### config.mk
export PLATFORM = sky130hd
export DESIGN_NAME = router_switch_nxn
export DESIGN_NICKNAME = d
export VERILOG_FILES = /design/src/rtl/router_switch_nxn.sv
export SDC_FILE = /design/constraint.sdc
export NUM_CORES = 1
export LEC_CHECK = 0
export CAP_MARGIN = 25
export CORE_AREA = 8 8 117 200
export DETAILED_ROUTE_END_ITERATION = 8
export DIE_AREA = 0 0 125 208
export PLACE_DENSITY = 0.95
export SYNTH_ARGS = -nofsm -noshare
export SYNTH_HDL_FRONTEND = slang
export SYNTH_SLANG_ARGS = --single-unit
### constraint.sdc
create_clock -name clock -period 5 [get_ports clock]
set_input_delay 1 -clock clock [delete_from_list [all_inputs] [get_ports clock]]
set_output_delay 1 -clock clock [all_outputs]
set_load 0.05 [all_outputs]
### src/rtl/router_switch_nxn.sv
// N-port word-wide packet switch: header-addressed routing, round-robin grant per output,
// cut-through forwarding with no buffering, host-visible enable mask and pkt/drop counters.
module router_switch_nxn #(
  parameter int NUM_PORTS = 4,
  parameter int DATA_W    = 8,
  parameter int CNT_W     = 16
) (
  input  logic                          clock,
  input  logic                          reset,
  input  logic [NUM_PORTS-1:0]          in_valid,
  input  logic [NUM_PORTS-1:0]          in_sop,
  input  logic [NUM_PORTS-1:0]          in_eop,
  input  logic [NUM_PORTS*DATA_W-1:0]   in_data,
  output logic [NUM_PORTS-1:0]          in_ready,
  output logic [NUM_PORTS-1:0]          out_valid,
  output logic [NUM_PORTS-1:0]          out_sop,
  output logic [NUM_PORTS-1:0]          out_eop,
  output logic [NUM_PORTS*DATA_W-1:0]   out_data,
  input  logic [NUM_PORTS-1:0]          out_ready,
  input  logic                          host_wr_en,
  input  logic                          host_rd_en,
  input  logic [7:0]                    host_addr,
  input  logic [15:0]                   host_wdata,
  output logic [15:0]                   host_rdata,
  output logic                          host_rd_valid
);
  localparam int PW = $clog2(NUM_PORTS);

  typedef enum logic [1:0] {UNB = 2'd0, DRP = 2'd1, BND = 2'd2} in_st_e;

  in_st_e                          in_st   [NUM_PORTS];
  in_st_e                          in_st_n [NUM_PORTS];
  logic [NUM_PORTS-1:0]            busy, busy_n, mask, drop_inc, fwd, rel;
  logic [NUM_PORTS-1:0][PW-1:0]    own, own_n, rr, rr_n, dest;
  logic [NUM_PORTS-1:0][CNT_W-1:0] pkt_cnt, drop_cnt;
  logic [15:0]                     rd_val;
  logic [PW-1:0]                   idx;
  logic                            found;
  logic                            unused_wdata;

  assign unused_wdata = ^host_wdata;

  for (genvar i = 0; i < NUM_PORTS; i++) begin : g_dest
    assign dest[i] = in_data[i*DATA_W +: PW];
  end

  // fwd: beat moves through output k this cycle; rel: that beat is the eop
  always_comb begin
    fwd = '0;
    rel = '0;
    for (int k = 0; k < NUM_PORTS; k++) begin
      fwd[k] = busy[k] & in_valid[own[k]] & out_ready[k];
      rel[k] = fwd[k] & in_eop[own[k]];
    end
  end

  always_ff @(posedge clock) begin
    if (!reset) begin
      busy <= '0;
      own  <= '0;
      rr   <= '0;
      for (int i = 0; i < NUM_PORTS; i++) in_st[i] <= UNB;
    end else begin
      busy <= busy_n;
      own  <= own_n;
      rr   <= rr_n;
      for (int i = 0; i < NUM_PORTS; i++) in_st[i] <= in_st_n[i];
    end
  end

  always_comb begin
    busy_n   = busy;
    own_n    = own;
    rr_n     = rr;
    drop_inc = '0;
    idx      = '0;
    found    = 1'b0;
    for (int i = 0; i < NUM_PORTS; i++) in_st_n[i] = in_st[i];

    for (int k = 0; k < NUM_PORTS; k++) begin
      if (rel[k]) begin
        busy_n[k]         = 1'b0;
        rr_n[k]           = own[k] + PW'(1);
        in_st_n[own[k]]   = UNB;
      end
    end

    for (int i = 0; i < NUM_PORTS; i++) begin
      case (in_st[i])
        UNB: if (in_valid[i] && in_sop[i] && !mask[dest[i]]) begin
          drop_inc[i] = 1'b1;
          if (!in_eop[i]) in_st_n[i] = DRP;
        end
        DRP: if (in_valid[i] && in_eop[i]) in_st_n[i] = UNB;
        default: ;
      endcase
    end

    // grant only from IDLE, so a released output waits one cycle before re-granting
    for (int k = 0; k < NUM_PORTS; k++) begin
      found = 1'b0;
      if (!busy[k] && mask[k]) begin
        for (int j = 0; j < NUM_PORTS; j++) begin
          idx = rr[k] + PW'(j);
          if (!found && in_st[idx] == UNB && in_valid[idx] && in_sop[idx] &&
              dest[idx] == PW'(k)) begin
            found        = 1'b1;
            busy_n[k]    = 1'b1;
            own_n[k]     = idx;
            in_st_n[idx] = BND;
          end
        end
      end
    end
  end

  always_comb begin
    in_ready  = '0;
    out_valid = '0;
    out_sop   = '0;
    out_eop   = '0;
    out_data  = '0;
    if (reset) begin
      for (int i = 0; i < NUM_PORTS; i++)
        in_ready[i] = (in_st[i] == DRP) ||
                      (in_st[i] == UNB && !(in_valid[i] && in_sop[i] && mask[dest[i]]));
      for (int k = 0; k < NUM_PORTS; k++) begin
        if (busy[k]) begin
          out_valid[k]                  = in_valid[own[k]];
          out_sop[k]                    = in_sop[own[k]];
          out_eop[k]                    = in_eop[own[k]];
          out_data[k*DATA_W +: DATA_W]  = in_data[own[k]*DATA_W +: DATA_W];
          in_ready[own[k]]              = out_ready[k];
        end
      end
    end
  end

  // host-side clear beats a same-cycle increment
  always_ff @(posedge clock) begin
    if (!reset) begin
      pkt_cnt  <= '0;
      drop_cnt <= '0;
    end else begin
      for (int k = 0; k < NUM_PORTS; k++) begin
        if (host_wr_en && host_addr == 8'(16 + k))
          pkt_cnt[k] <= '0;
        else if (rel[k] && pkt_cnt[k] != '1)
          pkt_cnt[k] <= pkt_cnt[k] + 1'b1;
        if (host_wr_en && host_addr == 8'(32 + k))
          drop_cnt[k] <= '0;
        else if (drop_inc[k] && drop_cnt[k] != '1)
          drop_cnt[k] <= drop_cnt[k] + 1'b1;
      end
    end
  end

  always_comb begin
    rd_val = '0;
    if (host_addr == 8'h00) rd_val[NUM_PORTS-1:0] = mask;
    for (int k = 0; k < NUM_PORTS; k++) begin
      if (host_addr == 8'(16 + k)) rd_val[CNT_W-1:0] = pkt_cnt[k];
      if (host_addr == 8'(32 + k)) rd_val[CNT_W-1:0] = drop_cnt[k];
    end
  end

  always_ff @(posedge clock) begin
    if (!reset) begin
      mask          <= '1;
      host_rdata    <= '0;
      host_rd_valid <= 1'b0;
    end else begin
      if (host_wr_en && host_addr == 8'h00) mask <= host_wdata[NUM_PORTS-1:0];
      host_rd_valid <= host_rd_en;
      host_rdata    <= host_rd_en ? rd_val : 16'h0000;
    end
  end

endmodule

# [After elaboration in Yosys (flattened, before gate mapping)]
# Memory sizes are Yosys's and may differ from the RTL's. A register that Yosys moved wholly into a read port is not among the register bits.
# Index checks and enable logic that the tools add are counted.
[totals] reg_bits=169 ram_bits=8 wordCells=792 memories=1
[mem_list] memory="in_st" words=4 width=2 read_ports=20 rd_clocked_by_memory_dff=4 wr=4 line="31" text="in_st_e in_st [NUM_PORTS];"
[classes] n_addsub=24 magnitude_cmp=68 eq_ne=32 n_shift=4 n_mux=355 n_bitwise=93 reduce_logical=195
[op_table] cell="$mux 8" n=40
[op_table] cell="$mux 2" n=76
[op_table] cell="$add 16x1->16 const B" n=8
[op_table] cell="$mux 16" n=8
[op_table] cell="$ne 16x16->1 const B" n=8
[op_table] cell="$shiftx 32x6->8" n=4
[op_table] cell="$logic_and 1x1->1" n=125
[op_table] cell="$mux 1" n=122
[op_table] cell="$bmux 1 s2" n=48
[op_table] cell="$demux 2 s2" n=20
[op_table] cell="$lt 2x3->1 const B" n=24
[op_table] cell="$and 4x4->4" n=16
[op_table] cell="$bmux 2 s2" n=16
[op_table] cell="$not 4->4" n=16
[op_table] cell="$or 4x4->4" n=16
[op_table] cell="$ge 3x3->1 const B" n=20
[op_table] cell="$lt 3x1->1 const B" n=20
[op_table] cell="$not 2->3" n=20
[op_table] cell="$logic_not 2->1" n=24
[op_table] cell="$mux 4" n=12
[op_table] cell="$and 8x8->8" n=4
[op_table] cell="$eq 8x5->1 const B" n=4
[op_table] cell="$eq 8x6->1 const B" n=4
[op_table] cell="$mux 32" n=1
[op_table] cell="18 further kinds" n=115

# [Depth between registers and ports, before layout]
# Gate-level depths: netlist of run 1.
[depth] ltp_word=66 ltp_mapped=11 mapped_depth_nobuf=9

# [Worst setup path after synthesis of run 1]
# OpenSTA, ideal clock, no wires.
[synth_path] kind="input-to-output" startpoint="input in_data[8]" endpoint="output in_ready[1]" arrival_time_ns=3.568 t_required_ns=4.000 setup_slack_ns=0.432 stages=6 n_path_buf=1 path_cell_list="buf_2 > mux4_2 > a221oi_1 > a31oi_1 > a221o_1 > a311oi_1"
[synth_via] elab_chain_cells=18
[synth_lines] item="start, declared" line="13" text="input logic [NUM_PORTS*DATA_W-1:0] in_data,"
[synth_lines] item="$bmux 1 s2 (*)" line="126" text="(in_st[i] == UNB && !(in_valid[i] && in_sop[i] && mask[dest[i]]));"
[synth_lines] item="$mux 1 (not written as such) (*)" line="126"
[synth_lines] item="$logic_and 1x1->1 (*)" line="126"
[synth_lines] item="$logic_not 1->1 (*)" line="126"
[synth_lines] item="$logic_and 1x1->1 (*)" line="126"
[synth_lines] item="$logic_or 1x1->1 (*)" line="125" text="in_ready[i] = (in_st[i] == DRP) ||"
[synth_lines] item="$bwmux 4" line="133" text="in_ready[own[k]] = out_ready[k];"
[synth_lines] item="$mux 4 (*)" line="128" text="if (busy[k]) begin"
[synth_lines] item="[... 2 more ...]"
[synth_lines] item="$mux 4 (*)" line="128"
[synth_lines] item="$mux 4 (*)" line="123" text="if (reset) begin"
[synth_lines] item="$bwmux 4" line="133"
[synth_lines] item="$mux 4 (*)" line="128"
[synth_lines] item="$mux 4 (*)" line="123"
[synth_lines] item="$bwmux 4" line="133"
[synth_lines] item="$mux 4 (*)" line="128"
[synth_lines] item="$mux 4 (*)" line="123"
[synth_lines] item="end, declared" line="14" text="output logic [NUM_PORTS-1:0] in_ready,"
# Mark *: on every way between the ends. The rest lies on a longest branch, timed or not. The select of a mux whose other input is x is not followed.

# [Worst setup path in the final report of run 1]
# Same ends and word-level chain as after synthesis.

==> results of run 1 <==
cell families (layout without fill, tap and decap cells):
kind of cell	count (synthesis)	after routing	synth area share (%)
adder cells (fa/ha/maj)	40	40	3.985
XOR/XNOR	106	106	7.393
AND/OR/NAND/NOR	678	678	27.27
multiplexers	79	79	12.41
flip-flops	185	185	29.49
AO/OA/AOI/OAI	281	281	15.26
buffers and inverters	134	238	4.184
worst max path at each step:
stage	from	endpoint	slack, ns
after floorplan	in_data[8]	in_ready[1]	0.43
after global placement	in_data[8]	in_ready[1]	0.45
after detailed placement	in_data[8]	in_ready[1]	0.45
after CTS	in_data[8]	in_ready[1]	0.42
after global routing	in_data[8]	in_ready[1]	0.33
final	in_data[8]	in_ready[1]	0.40
report_power, final:
| group | switching [mW] | internal, mW |
|---|---|---|
| sequential | 0.0924 | 1.49 |
| combinational | 0.418 | 0.311 |
| clock | 0.618 | 0.774 |
| total | 1.13 | 2.58 |
flip-flops by register name (all words and copies together), names as in the netlist, named ones only:
signal         count
in_st              8
rr                 8
pkt_cnt           64
mask               4
busy               4
own                8
host_rd_valid      1
drop_cnt          64
host_rdata        16
layer usage:
layer | up-vias | global-route usage [%] | wire length (um)
li1 | 5765 | - | -
met1 | 6194 | 32.22 | 14750
met2 | 796 | 63.79 | 23850
met3 | 300 | 9.117 | 3767
met4 | 0 | 34.38 | 5094
met5 | - | 0 | 0
placed cells by master, fill, tap and decap left out, types with 10 or more instances in the layout:
master                            instances
sky130_fd_sc_hd__and2_1                  16
sky130_fd_sc_hd__nand3_1                 93
sky130_fd_sc_hd__inv_1                   47
sky130_fd_sc_hd__mux2i_1                 14
sky130_fd_sc_hd__nand2_1                128
sky130_fd_sc_hd__a22oi_1                 43
sky130_fd_sc_hd__xnor2_1                 36
sky130_fd_sc_hd__or3_1                   15
sky130_fd_sc_hd__and3_1                  61
sky130_fd_sc_hd__nor3_1                  42
sky130_fd_sc_hd__a31oi_1                 20
sky130_fd_sc_hd__clkdlybuf4s50_1        123
sky130_fd_sc_hd__o21ai_0                 48
sky130_fd_sc_hd__a211oi_1                19
sky130_fd_sc_hd__xor2_1                  70
sky130_fd_sc_hd__mux4_2                  61
sky130_fd_sc_hd__and4_1                  17
sky130_fd_sc_hd__dfxtp_1                185
sky130_fd_sc_hd__clkbuf_16               17
sky130_fd_sc_hd__buf_4                   31
sky130_fd_sc_hd__nor2_1                 194
sky130_fd_sc_hd__nor4_1                  10
sky130_fd_sc_hd__ha_1                    40
sky130_fd_sc_hd__nand4_1                 44
sky130_fd_sc_hd__a21oi_1                 60
final cells by class:
cell class | instances | area, um^2 | share of cell area, %
clock inverter | 10 | 130.1 | 0.8868
inverter | 47 | 176.4 | 1.202
sequential | 185 | 3704 | 25.24
timing repair buffer | 159 | 1549 | 10.56
clock buffer | 22 | 464.2 | 3.164
multi-input combinational | 1184 | 8334 | 56.80
tap | 252 | 315.3 | 2.149
stage by stage:
| step | utilization (%) | setup slack [ns] | hold slack (ns) |
|---|---|---|---|
| 5_1_grt | 70.99 | 0.3320 | 0.5415 |
| 3_5_place_dp | 68.11 | 0.4483 | 0.4964 |
| 3_3_place_gp | 68.08 | 0.4527 | 0.4818 |
| 4_1_cts | 70.99 | 0.4201 | 0.5053 |
| 2_1_floorplan | - | 0.4321 | 0.4659 |
| 6_report | 70.99 | 0.3990 | 0.5086 |
Yosys cell counts, types with 10 or more instances:
cell type	n
sky130_fd_sc_hd__or3_1	15
sky130_fd_sc_hd__nand2_1	128
sky130_fd_sc_hd__and2_1	16
sky130_fd_sc_hd__nand4_1	44
sky130_fd_sc_hd__and3_1	61
sky130_fd_sc_hd__o21ai_0	48
sky130_fd_sc_hd__nor3_1	43
sky130_fd_sc_hd__mux4_2	61
sky130_fd_sc_hd__xor2_1	70
sky130_fd_sc_hd__ha_1	40
sky130_fd_sc_hd__nor2_1	194
sky130_fd_sc_hd__nand3_1	93
sky130_fd_sc_hd__clkbuf_1	66
sky130_fd_sc_hd__a22oi_1	43
sky130_fd_sc_hd__and4_1	17
sky130_fd_sc_hd__a31oi_1	20
sky130_fd_sc_hd__a21oi_1	60
sky130_fd_sc_hd__dfxtp_1	185
sky130_fd_sc_hd__nor4_1	10
sky130_fd_sc_hd__inv_1	47
sky130_fd_sc_hd__xnor2_1	36
sky130_fd_sc_hd__mux2i_1	14
sky130_fd_sc_hd__a211oi_1	19
worst min-delay path, cell delays in order, from the launching register on:
cell and delay, ns:
sky130_fd_sc_hd__dfxtp_1 0.33, sky130_fd_sc_hd__o21ai_0 0.08, sky130_fd_sc_hd__a21oi_1 0.06
==> impl.org, run 1 <==
** Status
- Outcome :: finished clean

** Drt
- Via-to-Cell Ratio :: around 7.0
- The first detailed-routing pass took 8 iterations.
- In this run the remaining antenna-violating nets after routing total 0.
- Detailed-route wire length :: 47460 um
- Per-cell routed wire length :: between 20 and 30 um
- Starting DRT DRC Count :: 1452
- DR DRC count :: 0
- The routed layout has 13055 vias.

** Synthesis
- Number of warnings reported in the yosys synthesis log :: 0
- Syn Std Cell Area :: 0.01256 mm^2
- Number of different library cells in the post-synthesis netlist :: 84
- By area the synthesized netlist is led by sky130_fd_sc_hd__dfxtp_1 (29%), sky130_fd_sc_hd__mux4_2 (11%), sky130_fd_sc_hd__nor2_1 (5.8%).
- After synthesis, the share of flip-flops with an asynchronous set or reset is 0%.
- The biggest area contributor in the post-synthesis netlist is sky130_fd_sc_hd__dfxtp_1.
- Register bit total from synthesis :: about 190
- Sequential cells were found to cover ~30% of the synthesized design area.
- After synthesis, the largest area contributor takes up between 20% and 30% of total cell area.
- Post-Synthesis Cells :: about 1500
- Dominant synthesized flop cell :: sky130_fd_sc_hd__dfxtp_1
- A synthesized cell averages 8.355 um^2.
- Number of flops mapped to enable cells by yosys :: 0
- Counting every net in the synthesized netlist gives between 1500 and 2000.

** Global routing
- Largest net degree at the start of global routing :: 56
- The first global-routing pass estimated between 70000 and 80000 um of wire.
- Total global routing track utilization :: between 30% and 40%
- The number of antenna violations at the first check in global routing was 0.
- Summed over all layers, the global routing overflow is 0.
- Via count of the first global-routing pass :: 13239

** Clock tree
- Number of clock sinks :: 185
- H-tree levels :: 4
- The number of hold buffers added after CTS was 0.
- Cell at the root of the clock tree :: sky130_fd_sc_hd__clkbuf_16
- Resize count post-CTS :: 0
- TritonCTS built the clock tree.
- Total CTS buffers :: 17
- Buffers added to address setup during post-CTS repair amount to 0.
- The clock passes through at most 2 buffers.
- Clk_lat worst skew :: 0.45 ns
- Clock slew seen by the registers of the worst setup and hold paths :: approximately 0.070 ns

** Critical path
- In this run the critical register-to-register path is launched from rr[0].
- The number of buffers and inverters on the critical path is 3.
- Measured in cells, the most critical reg-to-reg path has a length of 9.
- Maximum fanout along the worst path :: 3
- Broken down by cell family, the worst path's largest delay share belongs to compound AO/OA/AOI/OAI gates.
- CP peak stage delay :: 0.54 ns
- The worst setup path is captured at an output port.
- The critical path goes through clkdlybuf4s50_1 > mux4_2 > a221oi_1 > buf_4 > a31oi_1 > a221o_1 > a311oi_1 > buf_12.
- The worst register-to-register path ends at in_st[1][1].
- Setup slack on the worst reg-to-reg path comes out at 1.44 ns.
- CP Data Arrival Time :: around 3.6 ns
- Critical path class :: in2out
- Worst path required time :: about 4 ns
- STA classifies the critical path startpoint as an input port.
- Counting buffers and inverters, the worst setup path is 8 cells deep.
- Slowest cell on the critical path :: sky130_fd_sc_hd__mux4_2

** Floorplanning
- Starting density of the core :: 60.76%
- Pin placement for this block handled between 100 and 150 I/O pins.
- Measured along the x axis, the die boundary spans ~130 um.
- Core area :: 0.02067 mm^2
- Area enclosed by the die boundary :: between 0.02 and 0.03 mm^2
- The floorplan step set the die height to roughly 210 um.
- Std cell rows :: 70

** Finish
- Non-Filler Instances :: about 1900
- Area delta synth->final :: 16.84%
- Total of fill cells in the finished design :: ~1600
- Design Area, Final :: ~0.015 mm^2
- 0 antenna diodes ended up in the layout.
- The final layout contains around 1700 nets.
- Share of post-route cells with drive strength above 1 :: under 10%

** STA
- On the final layout, the worst clock skew is 0.01014 ns.
- Max-slew headroom at the worst pin :: 26.59%
- Final Slew Violations :: 0
- Crit path time final :: 4.601 ns
- Setup violators final :: 0
- The number of failing hold endpoints at the final stage is 0.
- Setup repair after global routing left no endpoint under its margin.
- Setup tns final :: 0 ns
- Final critical-path share of the clock period :: about 92%
- Max frequency :: ~0.22 GHz
- Worst slew pin tran :: 1.100 ns

** Hold path
- In this run the most critical hold path is launched from pkt_cnt[57].
- Hold Crit Endpoint :: pkt_cnt[57]
- WHS Path Cells :: 2
- Min-Delay Path Class :: reg2reg

** Power
- VDD sags by at most about 0.22 mV.
- Power per cell area :: around 250 mW/mm^2
- Summing internal, switching and leakage power gives between 3 and 4 mW.
- Static Leak :: 5.165 nW

** Run
- # Max-Cap Violations :: 0

** Placed design
- Instance area at placement :: around 0.014 mm^2
- Including well taps, the total number of placed cells is 1827.
- Global placement routability congestion :: 1.011
- The count of buffers added on input and output ports is around 130.
- Detailed placement ended at an HPWL of 35410 um.
No activity file was read; power rests on OpenSTA's default activity.
==> run 2: changes to the inputs <==
--- a/config.mk
+++ b/config.mk
@@ -6,10 +6,11 @@
 export NUM_CORES = 1
 export LEC_CHECK = 0
 export CAP_MARGIN = 25
-export CORE_AREA = 8 8 117 200
+export CORE_AREA = 8 8 129 221
 export DETAILED_ROUTE_END_ITERATION = 8
-export DIE_AREA = 0 0 125 208
-export PLACE_DENSITY = 0.95
+export DIE_AREA = 0 0 137 229
+export PLACE_DENSITY = 0.83
+export REMOVE_ABC_BUFFERS = 1
 export SYNTH_ARGS = -nofsm -noshare
 export SYNTH_HDL_FRONTEND = slang
 export SYNTH_SLANG_ARGS = --single-unit
==> run 2 against run 1 <==
Against the previous run: the flow now finishes with violations (DRC); maximum frequency shrank 0.64%; critical path depth shrank 1; register-to-register slack gained 0.03 ns; global-route usage shrank 7.3 points; sequential cell count is the same; non-clock buffer count grew 6; via count shrank 3.4%; wire length shrank 4.8%; largest cell class unchanged; largest power group unchanged.
==> impl.org, run 2 (same netlist as run 1, synthesis figures left out) <==
** Global routing
- Initial antenna violation count :: 0 (unchanged)
- Met3 Track Usage GR :: 5.480% (-3.6 points)
- Via count of the first global-routing pass :: 12652 (-4.4%)
- First-pass GRT wire length :: 69580 um (-4.5%)
- The global routing stage identified its most utilized layer as met2.
- Total global routing track utilization :: 28.49% (-7.3 points)
- Met1 Usage GRT :: 27.29% (-4.9 points)
- Largest net degree at the start of global routing :: 58 (+3.6%)
- Residual overflow from global routing :: 0 (unchanged)
- Grt met2 use :: 50.44% (-13 points)

** Critical path
- CP peak stage delay :: 0.61 ns (+0.07 ns)
- Critical path class :: in2out
- The maximum net fanout on the critical path came to 5 (+2).
- The register-to-register setup slack was 1.47 ns (+0.03 ns).
- CP Data Arrival Time :: 3.63 ns (+0.03 ns)
- The number of cells traversed by the worst register-to-register path is 9 (unchanged).
- Critical path startpoint category :: input port
- The required time at the endpoint of the critical path was 4.00 ns (about the same).
- Origin of the critical flop-to-flop path :: rr[0]
- The slowest stage of the critical path is the sky130_fd_sc_hd__clkdlybuf4s50_1 cell.
- Cell chain of the critical path :: clkdlybuf4s50_1 > mux4_2 > a221oi_1 > a31oi_1 > a221o_1 > a311oi_1 > buf_12
- Worst setup EP type :: output port
- The critical path buffer and inverter count came to 2 (-1).
- Worst r2r dst :: in_st[1][1]
- Following the worst setup path forward leads to its endpoint at in_ready[1].
- Critical Path Stages :: 7 (-1)
- Crit path max-delay family :: compound AO/OA/AOI/OAI gates
- The critical path starts at in_data[8].

** Power
- Register share of total power :: 41.4% (-1.4 points)
- Worst IR Drop VDD :: 0.3175 mV (+44%)
- The ratio of total power to cell area came to 253.3 mW/mm^2 (+0.24%).
- Clk network pwr share :: 38.3% (+0.8 points)
- Fraction of power spent switching nets :: 33.15% (+2.7 points)
- Net switching component of the power :: 1.246 mW (+10%)
- The combinational share of power is 20.3% (+0.6 points).
- Power Internal :: 2.512 mW (-2.6%)
- Static Leak :: 5.211 nW (+0.89%)

** Drt
- Per-cell routed wire length :: 23.37 um (-8.5%)
- DR DRC count :: 1 (+1)
- The average vias per placed instance was 6.527 (-7.1%).
- Starting DRT DRC Count :: 1041 (-28%)
- The total via count after detailed routing is 12617 (-3.4%).
- Detailed-route wire length :: 45170 um (-4.8%)
- Antenna viol nets, final :: 0 (unchanged)
- The first-pass detailed-route iteration total is 9 (+1).

** STA
- Worst slack on hold paths :: 0.5066 ns (-0.001927 ns)
- Setup repair after global routing missed its margin :: no
- Number of hold-slack violations in the final timing report :: 0 (unchanged)
- The setup violation total in the final timing report came to 0 (unchanged).
- The total negative setup slack was 0 ns (unchanged).
- The minimum period implied by the final worst setup slack was 4.631 ns (+0.02951 ns).
- Max-slew headroom at the worst pin :: 27.46% (+0.88 points)
- Worst slew pin tran :: 1.081 ns (-0.01890 ns)
- The top achievable clock speed is 0.2160 GHz (-0.64%).
- Final Slew Violations :: 0 (unchanged)
- The share of the cycle needed by the critical path after routing was 92.61% (+0.59 points).
- Setup clock skew after layout :: 0.01851 ns (+0.008368 ns)

** Clock tree
- The CTS clock-pin slew for the worst setup and hold paths came to 0.07 ns (about the same).
- Number of buffers between clock root and the deepest sink :: 2 (unchanged)
- Buffers inserted by post-CTS timing repair :: 0 (unchanged)
- The tree is rooted in a sky130_fd_sc_hd__clkbuf_16.
- The number of buffers created by CTS came to 17 (unchanged).
- The clock latency on the worst-skew pair was 0.46 ns (about the same).
- TritonCTS clock tree :: yes
- The post-cts gate resize count was 0 (unchanged).
- Number of clock sinks :: 185 (unchanged)
- The maximum level of the CTS H-tree is 4 (unchanged).
- The number of buffers inserted by hold repair at cts came to 0 (unchanged).

** Placed design
- Post-DP HPWL :: 34270 um (-3.2%)
- Buffers added on ports :: 128 (unchanged)
- The final weighted congestion in routability-driven placement is 1.033 (+2.2%).
- The cell area after placement came to 0.01420 mm^2 (+0.89%).

** Finish
- Util after Layout :: 58.02% (-13 points)
- Most frequent standard cell in the layout excluding fill and tap cells :: sky130_fd_sc_hd__nor2_1
- The number of antenna cells inserted is 0 (unchanged).
- Design Area, Final :: 0.01483 mm^2 (+1.1%)
- Share of post-route cells with drive strength above 1 :: 9.857% (+0.46 points)
- Relative to the synthesized area, the layout overhead comes to 18.12%.
- In the final layout, the registers with the most flip-flops are drop_cnt: 64 flops, pkt_cnt: 64 flops, host_rdata: 16 flops.
- The top cell types in the final layout, fill and taps aside, are sky130_fd_sc_hd__nor2_1 (194), sky130_fd_sc_hd__dfxtp_1 (185), sky130_fd_sc_hd__nand2_1 (128).
- The count of nets after finishing came to 1716 (+0.35%).

** Floorplanning
- Die span in x :: 137 um (+9.6%)
- Core area :: 0.02557 mm^2 (+24%)
- Height of the die :: 229 um (+10%)
- Area enclosed by the die boundary :: 0.03137 mm^2 (+21%)
- Io pins :: 141 (unchanged)
- Std cell rows :: 78 (+11%)
- Starting density of the core :: 49.11% (-12 points)

** Run
- # Max-Cap Violations :: 0 (unchanged)

** Status
- Outcome :: complete, but fails checks
- Failing checks :: DRC

** Hold path
- The worst hold path belongs to the class reg2reg.
[run 2: cell types whose count changed in the layout (fill, tap and decap cells not counted), sizes merged]
| cell | change |
|---|---|
| clkinvlp | -1 |
| clkinv | +3 |
| clkbuf | -5 |
| inv | +5 |
| bufinv | -2 |
| buf | +6 |
[run 2: routing by layer]
metal  wire length, um  up-vias
met5                 0        -
met3              2948      203
met1             14870     6020
met2             23240      625
met4              4107        0
li1                  -     5769
[run 2: area by class of cell]
class / instances / area, um^2
multi-input combinational: 1184 / 8329
clock buffer: 17 / 425.4
fill: 2240 / 10740
timing repair buffer: 165 / 1594
clock inverter: 15 / 205.2
sequential: 185 / 3704
tap: 320 / 400.4
inverter: 47 / 176.4
[run 2: per-stage QoR]
stage | std cells | power, mW | worst slack [ns]
after floorplan | 1416 | 1.994 | 0.6078
after global placement | 1901 | 2.324 | 0.4076
after detailed placement | 1901 | 2.335 | 0.3884
after CTS | 1933 | 3.746 | 0.3779
after global routing | 1933 | 3.850 | 0.2582
final | 1933 | 3.758 | 0.3695
[run 2: worst min-delay path by stage]
stage / start / endpoint / slack, ns / depth (start not counted)
after floorplan: drop_cnt[17] / drop_cnt[17] / 0.47 / 2
after global placement: drop_cnt[46] / drop_cnt[46] / 0.48 / 2
after detailed placement: drop_cnt[17] / drop_cnt[17] / 0.49 / 2
after CTS: drop_cnt[17] / drop_cnt[17] / 0.50 / 2
after global routing: drop_cnt[46] / drop_cnt[46] / 0.54 / 2
final: drop_cnt[17] / drop_cnt[17] / 0.51 / 2
[run 2: worst register-to-register path, stage by stage, from the launching register on]
cell and delay (ns):
sky130_fd_sc_hd__dfxtp_1 0.65, sky130_fd_sc_hd__inv_1 0.28, sky130_fd_sc_hd__ha_1 0.40, sky130_fd_sc_hd__and2_1 0.17, sky130_fd_sc_hd__a32o_1 0.26, sky130_fd_sc_hd__a31oi_1 0.39
sky130_fd_sc_hd__o31ai_1 0.14, sky130_fd_sc_hd__a41o_1 0.23, sky130_fd_sc_hd__or4_4 0.52, sky130_fd_sc_hd__o41a_1 0.37
[run 2: power by group through the flow]
stage / sequential, mW / combinational (mW) / clock (mW)
final: 1.56 / 0.763 / 1.44
after global placement: 1.59 / 0.737 / 0
after floorplan: 1.59 / 0.409 / 0
after detailed placement: 1.59 / 0.747 / 0
after global routing: 1.56 / 0.802 / 1.49
after CTS: 1.55 / 0.750 / 1.44
==> run 3: changes to the inputs <==
--- a/config.mk
+++ b/config.mk
@@ -6,10 +6,10 @@
 export NUM_CORES = 1
 export LEC_CHECK = 0
 export CAP_MARGIN = 25
-export CORE_AREA = 8 8 129 221
+export CORE_AREA = 8 8 143 246
 export DETAILED_ROUTE_END_ITERATION = 8
-export DIE_AREA = 0 0 137 229
-export PLACE_DENSITY = 0.83
+export DIE_AREA = 0 0 151 254
+export PLACE_DENSITY = 0.71
 export REMOVE_ABC_BUFFERS = 1
 export SYNTH_ARGS = -nofsm -noshare
 export SYNTH_HDL_FRONTEND = slang
==> run 3 against run 2 <==
Against the previous run: the run now ends clean; die area grew 22%; non-clock buffer count shrank 1; combinational power shrank 5.9%; core utilization shrank 11 points; clock power shrank 3%; clock-buffer cell count grew 1; sequential cell count is the same; worst setup slack gained 0.15 ns; sequential share of layout area shrank 0.19 points; first-iteration DRC count shrank 14%; register-to-register slack lost 0.22 ns; cell area grew 0.78%; largest power group unchanged.
==> impl.org, run 3 (same netlist as run 1, synthesis figures left out) <==
** STA
- The smallest hold slack is 0.5051 ns (-0.001542 ns).
- The total negative setup slack was 0 ns (unchanged).
- The setup violation total in the final timing report was 0 (unchanged).
- Crit path time final :: 4.485 ns (-0.1456 ns)
- The worst max-slew margin expressed relative to the limit is 30.24% (+2.8 points).
- Max frequency :: 0.2230 GHz (+3.2%)
- The worst setup skew after layout was 0.01430 ns (-0.004210 ns).
- Number of hold-slack violations in the final timing report :: 0 (unchanged)
- Worst slew pin tran :: 1.043 ns (-0.03821 ns)
- Setup repair after global routing missed its margin :: no
- The share of the cycle needed by the critical path after routing was 89.70% (-2.9 points).
- Final Slew Violations :: 0 (unchanged)

** Floorplanning
- Std cell rows :: 87 (+12%)
- The die height was 254 um (+11%).
- The width of the die was 151 um (+10%).
- Core area :: 0.03179 mm^2 (+24%)
- The number of top-level design ports came to 141 (unchanged).
- Area enclosed by the die boundary :: 0.03835 mm^2 (+22%)
- The initial core utilization is 39.51% (-9.6 points).

** Clock tree
- Number of buffers between clock root and the deepest sink :: 2 (unchanged)
- TritonCTS built the clock tree.
- Clk_lat worst skew :: 0.46 ns (about the same)
- The CTS clock-pin slew for the worst setup and hold paths was 0.08 ns (about the same).
- Buffers inserted by post-CTS timing repair :: 0 (unchanged)
- The maximum level of the CTS H-tree was 4 (unchanged).
- Resize count post-CTS :: 0 (unchanged)
- The number of clock sinks is 185 (unchanged).
- Cell at the root of the clock tree :: sky130_fd_sc_hd__clkbuf_16
- The number of buffers inserted by hold repair at cts came to 0 (unchanged).
- The number of buffers created by CTS was 17 (unchanged).

** Finish
- The largest registers in the layout are drop_cnt: 64 flops, pkt_cnt: 64 flops, host_rdata: 16 flops.
- The design area is 0.01495 mm^2 (+0.78%).
- The number of inserted filler cells in the final layout was 3097 (+38%).
- Util after Layout :: 47.03% (-11 points)
- The count of placed standard cells in the final layout, fillers left out came to 2013 (+4.1%).
- The fraction of layout cells with a size suffix above 1 came to 9.864% (about the same).
- # nets final :: 1715 (-0.058%)
- In the layout the commonest cells are sky130_fd_sc_hd__nor2_1 (194), sky130_fd_sc_hd__dfxtp_1 (185), sky130_fd_sc_hd__nand2_1 (128).
- Area delta synth->final :: 19.04%
- Most frequent standard cell in the layout excluding fill and tap cells :: sky130_fd_sc_hd__nor2_1

** Run
- The max-capacitance violation count is 0 (unchanged).

** Global routing
- Gr busiest metal :: met2
- The total global routing track utilization is 23.26% (-5.2 points).
- The number of global-route vias before repair came to 12220 (-3.4%).
- Grt met2 use :: 41.33% (-9.1 points)
- The number of antenna violations at the first check in global routing came to 0 (unchanged).
- The first-pass GRT wire length is 68480 um (-1.6%).
- The leftover overflow at the end of global routing was 0 (unchanged).
- The met3 track utilization from global routing was 4.456% (-1.0 points).
- Met1 Usage GRT :: 22.25% (-5.0 points)
- The maximum number of pins on one net before global-route repair came to 38 (-34%).

** Critical path
- CP Data Arrival Time :: 3.48 ns (-0.15 ns)
- Maximum fanout along the worst path :: 3 (-2)
- Critical path startpoint category :: input port
- Worst setup EP type :: output port
- The number of cells traversed by the worst register-to-register path was 9 (unchanged).
- Critical path class :: in2out
- The required time at the endpoint of the critical path is 4.00 ns (about the same).

** Drt
- The violation count after the first detailed-route iteration came to 894 (-14%).
- DR DRC count :: 0 (-1)
- The routed wirelength normalized by instance count came to 22.39 um (-4.2%).
- The first-pass detailed-route iteration total was 8 (-1).
- Count of vias placed by the detailed router :: 12404 (-1.7%)
- Antenna viol nets, final :: 0 (unchanged)
- Via-to-Cell Ratio :: 6.162 (-5.6%)
- The aggregate routed wire length came to 45070 um (-0.23%).

** Power
- Worst IR Drop VDD :: 0.2621 mV (-17%)
- The ratio of total power to cell area came to 247.9 mW/mm^2 (-2.1%).
- The static leakage came to 5.215 nW (about the same).

** Placed design
- Instance area at placement :: 0.01429 mm^2 (+0.58%)
- Global placement routability congestion :: 0.9707 (-6.0%)
- Cell count after placement :: 1978 (+4.1%)
- Post-DP HPWL :: 35130 um (+2.5%)
- The number of I/O port buffers was 128 (unchanged).

** Hold path
- Min-Delay Path Class :: reg2reg
- The hold-critical path depth came to 2 (unchanged).

** Status
- The flow ran to the end, and the final reports show no timing, DRC or antenna violations.
==> run 3: power breakdown <==
group	total [mW]	switching (mW)	internal (mW)
Sequential	1.59	0.0919	1.49
Clock	1.40	0.671	0.732
Combinational	0.718	0.401	0.317
Total	3.71	1.16	2.54
==> run 3: metal layers <==
layer  vias to the layer above  routed length [um]
met2                       515               23240
met5                         -                   0
li1                       5765                   -
met1                      5924               15110
met3                       200                2612
met4                         0                4109
==> run 3: final timing paths <==
check / slack [ns] / startpoint / to
setup / recovery: 0.52 / in_data[24] / in_ready[3]
hold / removal: 0.51 / drop_cnt[38] / drop_cnt[38]
setup reg to reg: 1.25 / rr[4] / in_st[2][1]
hold reg to reg: 0.51 / drop_cnt[38] / drop_cnt[38]
==> run 3: final cells by class <==
class,count,area (um^2),share of cell area [%]
Tap cell,400,500.5,3.348
Timing Repair Buffer,164,1614,10.80
Multi-Input combinational cell,1184,8334,55.75
Clock inverter,14,178.9,1.197
Inverter,47,176.4,1.180
Antenna cell,1,2.502,0.01674
Clock buffer,18,439.2,2.938
Sequential cell,185,3704,24.77
==> run 3: critical path, stage by stage <==
cell and delay [ns]:
sky130_fd_sc_hd__clkdlybuf4s50_1 0.51, sky130_fd_sc_hd__mux4_2 0.62, sky130_fd_sc_hd__a221oi_1 0.28, sky130_fd_sc_hd__a31oi_1 0.07, sky130_fd_sc_hd__a221oi_1 0.31, sky130_fd_sc_hd__a31oi_1 0.07, sky130_fd_sc_hd__a211oi_1 0.42, sky130_fd_sc_hd__buf_12 0.19
==> run 3: per-stage QoR <==
stage / power (mW) / worst slack (ns)
finish: 3.706 / 0.5150
global route: 3.827 / 0.3991
CTS: 3.715 / 0.4929
detailed placement: 2.317 / 0.5156
global placement: 2.307 / 0.5405
floorplan: 1.994 / 0.6078
